## src/rtl/pin_check_pkg.sv

```systemverilog
// Shared types and constants for the pin loopback checker.
// Latency: n/a (package only).
// Backpressure: n/a.
package pin_check_pkg;

    typedef enum logic [1:0] {
        ST_IDLE  = 2'd0,
        ST_RUN   = 2'd1,
        ST_DRAIN = 2'd2,
        ST_DONE  = 2'd3
    } state_e;

    // Stimulus generator restarts from this value on every run.
    localparam logic [7:0] LFSR_SEED = 8'h01;

    // Taps for x^8+x^6+x^5+x^4+1 on a right-shifting register (feedback into bit 7).
    localparam logic [7:0] LFSR_TAPS = 8'hB8;

    // One right-shift step of the Fibonacci LFSR.
    function automatic logic [7:0] lfsr_next(input logic [7:0] s);
        return {^(s & LFSR_TAPS), s[7:1]};
    endfunction

endpackage

```

## src/rtl/pin_check_lfsr8.sv

```systemverilog
// Seedable 8-bit Fibonacci LFSR; serial output is bit 0 of the current state.
// Latency: load/advance take effect on the next clock edge.
// Backpressure: none; advances only when adv_i is high, load_i has priority.
module pin_check_lfsr8
    import pin_check_pkg::*;
(
    input  logic clk,
    input  logic rst,
    input  logic load_i,
    input  logic adv_i,
    output logic bit_o
);

    logic [7:0] lfsr_q;
    logic [7:0] lfsr_d;

    // Next state: reseed on load, otherwise shift when asked to advance.
    always_comb begin
        lfsr_d = lfsr_q;
        if (load_i) begin
            lfsr_d = LFSR_SEED;
        end else if (adv_i) begin
            lfsr_d = lfsr_next(lfsr_q);
        end
    end

    // State register with synchronous reset to the seed.
    always_ff @(posedge clk) begin
        if (rst) begin
            lfsr_q <= LFSR_SEED;
        end else begin
            lfsr_q <= lfsr_d;
        end
    end

    assign bit_o = lfsr_q[0];

endmodule

```

## config.mk

```make
export PLATFORM = sky130hd
export DESIGN_NAME = pin_check_lfsr8
export DESIGN_NICKNAME = d
export VERILOG_FILES = /design/src/rtl/pin_check_pkg.sv /design/src/rtl/pin_check_lfsr8.sv
export SDC_FILE = /design/constraint.sdc
export NUM_CORES = 1
export LEC_CHECK = 0
export ABC_AREA = 1
export CAP_MARGIN = 20
export CORE_AREA = 2 2 39 41
export DETAILED_ROUTE_END_ITERATION = 12
export DIE_AREA = 0 0 41 43
export HOLD_SLACK_MARGIN = 0.03
export MAX_ROUTING_LAYER = met4
export SKIP_CTS_REPAIR_TIMING = 1
export SYNTH_ARGS = -nofsm -noshare
export SYNTH_HDL_FRONTEND = slang
export SYNTH_SLANG_ARGS = --single-unit
```

## constraint.sdc

```tcl
create_clock -name clk -period 0.8 [get_ports clk]
set_input_delay 0.12 -clock clk [delete_from_list [all_inputs] [get_ports clk]]
set_output_delay 0.12 -clock clk [all_outputs]
set_load 0.01 [all_outputs]
```

==> results of run 1 <==
-- area by class of cell --
class / count / share of cell area, %
flip-flops and latches: 8 / 34.8
multi-input cells: 27 / 32.5
repair buffers: 9 / 19.0
inverters: 6 / 4.75
well taps: 16 / 4.22
clock buffers: 3 / 4.75
-- through the flow --
stage	setup WS [ns]	cell area (um^2)	utilization, %	setup TNS (ns)
2_1_floorplan	0.00404	333	-	0
3_3_place_gp	-0.276	423	30.6	-2.02
3_5_place_dp	-0.291	423	30.6	-2.10
4_1_cts	-0.442	445	32.2	-0.534
5_1_grt	-0.115	474	34.3	-0.140
6_report	-0.0513	474	34.3	-0.0568
-- cells in the mapped netlist --
master / number / share of area, %
nor2_1: 3 / 3.4
o21ai_1: 5 / 7.7
clkbuf_4: 1 / 2.3
nand3_1: 3 / 4.6
nor2_4: 1 / 3.4
inv_1: 6 / 6.9
dfxtp_1: 8 / 49
o21ai_0: 1 / 1.5
a21oi_1: 5 / 7.7
nand4_1: 1 / 1.9
nand2_1: 5 / 5.7
nand2_2: 3 / 5.7
-- where the power goes --
| part | total (mW) | internal [mW] | leakage (nW) | switching (mW) |
|---|---|---|---|---|
| sequential | 0.424 | 0.415 | 0.0662 | 0.00901 |
| combinational | 0.100 | 0.0488 | 0.130 | 0.0515 |
| clock | 0.307 | 0.172 | 0.0138 | 0.136 |
| total | 0.831 | 0.635 | 0.210 | 0.196 |
-- cells by family (layout without fill, tap and decap cells) --
logic type             count (synthesis)  count (layout)
DFF                                    8               8
and+or+nand+nor                       16              16
buffers and inverters                  7              18
AOI/OAI and AO/OA                     11              11
-- tightest hold or removal path, cell delays in order --
cell and delay (ns):
dlymetal6s2s_1 0.13, nor2_4 0.07, nand3_1 0.08
-- final timing paths --
path,end,from,cells after the start
min reg2reg,lfsr_q[0]$_SDFFE_PP1P_,lfsr_q[0]$_SDFFE_PP1P_,2
max,lfsr_q[7]$_SDFFE_PP0P_,lfsr_q[5]$_SDFFE_PP0P_,8
max reg2reg,lfsr_q[7]$_SDFFE_PP0P_,lfsr_q[5]$_SDFFE_PP0P_,8
min,lfsr_q[0]$_SDFFE_PP1P_,load_i,3
-- placed cells by master (no fill, tap or decap), types with 3 or more instances in the layout --
| master | count |
|---|---|
| nor2_1 | 3 |
| dfxtp_1 | 4 |
| buf_4 | 4 |
| dlymetal6s2s_1 | 3 |
| inv_1 | 4 |
| a21oi_1 | 3 |
| nand2_2 | 3 |
| o21ai_1 | 5 |
| nand2_1 | 5 |
| clkbuf_4 | 3 |
| dfxtp_2 | 4 |
-- routing by layer --
metal	global-route usage (%)	share of wire, %	wire length (um)	vias up
met5	-	0	0	-
met1	11.5	47	318	124
met2	10.0	48	327	6
li1	-	-	-	161
met4	8.00	1.2	8	0
met3	4.71	3.1	21	2
==> run metrics, run 1 <==
Highest Clock Rate 1.17 GHz; final worst slack -0.0513 ns; Critical-path top delay cell dfxtp_2; largest registers lfsr_q (8); WP data required 0.99 ns; Initial Util 23.6%; Synth Area in Adders 0%; root buffer cell clkbuf_4; final worst clock skew 0.00792 ns; total congestion overflow 0; cell breakdown of the critical path inv_2 > nand2_2 > nand2_2 > nand2_2 > nand3_2 > nand2_1 > inv_1 > nor2_1; main combinational cell family by area after synthesis simple AND/OR/NAND/NOR gates; Detailed Route WL 676 um; CTS buffer count 3; number of antenna diodes 0; initial antenna violation count 0; Max Cap Viol 0; share of post-route cells with drive strength above 1 43.4%; cell total after placement 66; Final Max Tran Viols 0; Avg Synthesized Cell Area 7.78 um^2; Setup-failing EPs final 2; Hold/Removal Path Class input pin to flip-flop; status complete, but fails checks; most frequent cell on the critical path nand2_2; failing checks negative setup slack; Tot GR Track Use 9.11%; Most flops, register lfsr_q; Max VDD drop 0.816 mV; Power Density 1750 nW/um^2; detailed placer's ending HPWL 421 um; die area 1760 um^2; Post-layout nets 59; number of library cell types mapped by synthesis 12; CTS Sinks 8; Slew headroom 88.3%; Slew @ Worst Pin 0.175 ns; port bufs 4; Layout Cells excl Fill 69; Yosys warnings 0; Top delay family on crit path simple AND/OR/NAND/NOR gates; Largest register FFs 8; Pleak 0.210 nW; hold_ws 0.180 ns; Post-DRT Antenna Nets 0; CP bufs+invs 2; via count 293; crit-path max cell delay 0.35 ns; total power 831 uW; gpl congestion 0.677; largest net degree at the start of global routing 9; P&R area growth vs syn 45.2%; CTS tree done; row count 14; die width 41 um; fill count 143; critical path class flip-flop to flip-flop; Synth Area in Simple Gates 24.9%; min Tclk post-route 0.851 ns; # IOs 5; clk_lat worst skew 0.25 ns; # H-tree levels 1; Crit. End Element flip-flop; Reg clk slew, reported paths 0.06 ns; vias per std cell 4.25; vias in the first global route 253; Tcrit/Tclk final 106%; Worst EP arrival 1.04 ns; syn_nets 46; Seq. cell area 165 um^2; Die Y 43 um; area of the core 1380 um^2; DRC 0; final hold violations 0; RSZ-0062 raised after global routing yes; post-synthesis mux area share 0%; Synth Cell Area 327 um^2; startpoint types flip-flop; Synth Area in Compound Gates 16.9%; #FFs+latches synth 8; DR iter-0 viols 7; slack of the worst reg-to-reg path -0.05 ns; global-route wire length before repair 972 um; Mapped Cells 42; footprint of the multi-input gates 154 um^2; per-cell routed wire length 9.80 um; TritonRoute pass-1 iters 4; CP Max Fanout 3; register area share after synthesis 49.0%; clk buf depth 2; XOR/XNOR share of the synthesized area 0%
Power figures use the tool's default switching activity.
==> inputs of run 2 (changes only) <==
--- a/config.mk
+++ b/config.mk
@@ -7,12 +7,17 @@
 export LEC_CHECK = 0
 export ABC_AREA = 1
 export CAP_MARGIN = 20
-export CORE_AREA = 2 2 39 41
+export CELL_PAD_IN_SITES_DETAIL_PLACEMENT = 1
+export CELL_PAD_IN_SITES_GLOBAL_PLACEMENT = 2
+export CORE_MARGIN = 2
+export CORE_UTILIZATION = 23
 export DETAILED_ROUTE_END_ITERATION = 12
-export DIE_AREA = 0 0 41 43
+export GPL_TIMING_DRIVEN = 0
 export HOLD_SLACK_MARGIN = 0.03
 export MAX_ROUTING_LAYER = met4
+export PLACE_DENSITY_LB_ADDON = 0.1
 export SKIP_CTS_REPAIR_TIMING = 1
+export SLEW_MARGIN = 20
 export SYNTH_ARGS = -nofsm -noshare
 export SYNTH_HDL_FRONTEND = slang
 export SYNTH_SLANG_ARGS = --single-unit
==> run metrics, run 2 (synthesis results as in run 1) <==
most frequent cell on the critical path nand2_2 (unchanged); per-cell routed wire length 11.4 um (was 9.80 um); initial antenna violation count 0 (unchanged); Hold Path End lfsr_q[0]$_SDFFE_PP1P_ (unchanged); Post-DRT Antenna Nets 0 (unchanged); number of antenna diodes 0 (unchanged); hold_ws 0.466 ns (was 0.180 ns); Worst EP arrival 1.06 ns (was 1.04 ns); final worst slack -0.0701 ns (was -0.0513 ns); die area 1740 um^2 (was 1760 um^2); CTS buffer count 3 (unchanged); commonest cells after routing, fill and taps aside a21oi_1, o21ai_1, nand2_1 (was o21ai_1, nand2_1); cell total after placement 61 (was 66); port bufs 4 (unchanged); global-route wire length before repair 1170 um (was 972 um); total negative slack -0.126 ns (was -0.0568 ns); final worst clock skew 0.000618 ns (was 0.00792 ns); Post-layout nets 59 (unchanged); startpoint types flip-flop (unchanged); CTS Sinks 8 (unchanged); Crit. End Element flip-flop (unchanged); CP Max Fanout 3 (unchanged); via count 308 (was 293); Layout Cells excl Fill 68 (was 69); Final Max Tran Viols 0 (unchanged); fill count 164 (was 143); cell breakdown of the critical path inv_2 > nand2_2 > nand2_2 > nand2_2 > nand3_2 > nand2_1 > inv_1 > nor2_1 (unchanged); clk buf depth 2 (unchanged); min Tclk post-route 0.870 ns (was 0.851 ns); Worst R2R End lfsr_q[7]$_SDFFE_PP0P_ (unchanged); CTS tree done (unchanged); status complete, but fails checks (unchanged); Die Y 41.7 um (was 43 um); TritonRoute pass-1 iters 4 (unchanged); Setup-failing EPs final 3 (was 2); Top delay family on crit path simple AND/OR/NAND/NOR gates (unchanged); vias per std cell 4.53 (was 4.25); die width 41.7 um (was 41 um); Slew headroom 88.1% (was 88.3%); cell depth of the worst hold path 2 (was 3); Tcrit/Tclk final 109% (was 106%); critical path class flip-flop to flip-flop (unchanged); clk_lat worst skew 0.25 ns (about the same); Max Cap Viol 0 (unchanged); gpl congestion 0.658 (was 0.677); Placed Area 392 um^2 (was 423 um^2); failing checks negative setup slack (unchanged); Hold/Removal Path Class flip-flop to flip-flop (was input pin to flip-flop); Detailed Route WL 776 um (was 676 um); P&R area growth vs syn 40.2% (was 45.2%); root buffer cell clkbuf_4 (unchanged); Most flops, register lfsr_q (unchanged); slack of the worst reg-to-reg path -0.07 ns (was -0.05 ns); Pleak 0.183 nW (was 0.210 nW); FF-to-FF Start lfsr_q[5]$_SDFFE_PP0P_ (unchanged); area of the core 1320 um^2 (was 1380 um^2); detailed placer's ending HPWL 545 um (was 421 um); vias in the first global route 293 (was 253); # H-tree levels 1 (unchanged); largest registers lfsr_q (8) (unchanged); Tot GR Track Use 9.44% (was 9.11%); Initial Util 24.8% (was 23.6%); Design Area, Final 458 um^2 (was 474 um^2); # IOs 5 (unchanged); RSZ-0062 raised after global routing yes (unchanged); Max VDD drop 0.569 mV (was 0.816 mV); crit-path max cell delay 0.34 ns (was 0.35 ns); share of post-route cells with drive strength above 1 39.6% (was 43.4%); Slew @ Worst Pin 0.178 ns (was 0.175 ns); largest net degree at the start of global routing 11 (was 9); DR iter-0 viols 4 (was 7); CP bufs+invs 2 (unchanged); WP depth 8 (unchanged); final hold violations 0 (unchanged); Largest register FFs 8 (unchanged); WP data required 0.99 ns (about the same); Core Util, Final 34.8% (was 34.3%); DRC 0 (unchanged); Reg clk slew, reported paths 0.05 ns (was 0.06 ns); hold_sp lfsr_q[0]$_SDFFE_PP1P_ (was load_i); total congestion overflow 0 (unchanged); worst r2r path cells 8 (unchanged); Critical-path top delay cell dfxtp_2 (unchanged); row count 13 (was 14); Power Density 1810 nW/um^2 (was 1750 nW/um^2); Highest Clock Rate 1.15 GHz (was 1.17 GHz)
run 2: cell count changes in the layout (fill, tap and decap cells not counted), sizes merged:
cell	change
dlymetal6s2s	-3
clkdlybuf4s50	+3
run 2: power by group:
group	total, mW	switching (mW)	internal [mW]
logic	0.101	0.0509	0.0502
registers	0.424	0.00914	0.414
clock network	0.303	0.131	0.171
run 2: worst max path at each step:
stage                           startpoint                     end  slack, ns
floorplan           lfsr_q[4]$_SDFFE_PP0P_  lfsr_q[7]$_SDFFE_PP0P_      0.004
global placement                     adv_i  lfsr_q[7]$_SDFFE_PP0P_      -0.30
detailed placement                   adv_i  lfsr_q[7]$_SDFFE_PP0P_      -0.36
CTS                 lfsr_q[0]$_SDFFE_PP1P_                   bit_o      -0.44
global route        lfsr_q[5]$_SDFFE_PP0P_  lfsr_q[7]$_SDFFE_PP0P_      -0.16
finish              lfsr_q[5]$_SDFFE_PP0P_  lfsr_q[7]$_SDFFE_PP0P_      -0.07
run 2: worst reg2reg max path, delay by kind of cell, from the launching register on:
family	cells	cell delay [ns]
AND/OR/NAND/NOR	6	0.39
buffers and inverters	2	0.09
flip-flops	1	0.34
run 2: layer usage:
layer,part of all wire (%),vias up,routed length (um),global-route usage (%)
met4,0,0,0,5.81
met5,0,-,0,-
met2,55,6,423,15.6
li1,-,159,-,-
met1,41,143,319,9.07
met3,4.4,0,34,3.91
run 2: final cells by class:
cell class                 count  area [um^2]  share of cell area, %
inverter                       6         22.5                   4.92
sequential                     8          165                   36.1
multi-input combinational     27          146                   32.0
buffer                         1         11.3                   2.46
tap                           15         18.8                   4.10
timing repair buffer           8         71.3                   15.6
clock buffer                   3         22.5                   4.92
run 2: per-stage QoR:
| step | setup WS [ns] | power, mW |
|---|---|---|
| final | -0.0701 | 0.827 |
| after global routing | -0.165 | 0.884 |
| after CTS | -0.437 | 0.823 |
| after detailed placement | -0.358 | 0.517 |
| after global placement | -0.297 | 0.512 |
| after floorplan | 0.00404 | 0.480 |
==> inputs of run 3 (changes only) <==
--- a/config.mk
+++ b/config.mk
@@ -6,6 +6,7 @@
 export NUM_CORES = 1
 export LEC_CHECK = 0
 export ABC_AREA = 1
+export ABC_CLOCK_PERIOD_IN_PS = 800
 export CAP_MARGIN = 20
 export CELL_PAD_IN_SITES_DETAIL_PLACEMENT = 1
 export CELL_PAD_IN_SITES_GLOBAL_PLACEMENT = 2
==> results of run 3 <==
Same layout as run 2: the final DEF is identical, and so are final timing and power.
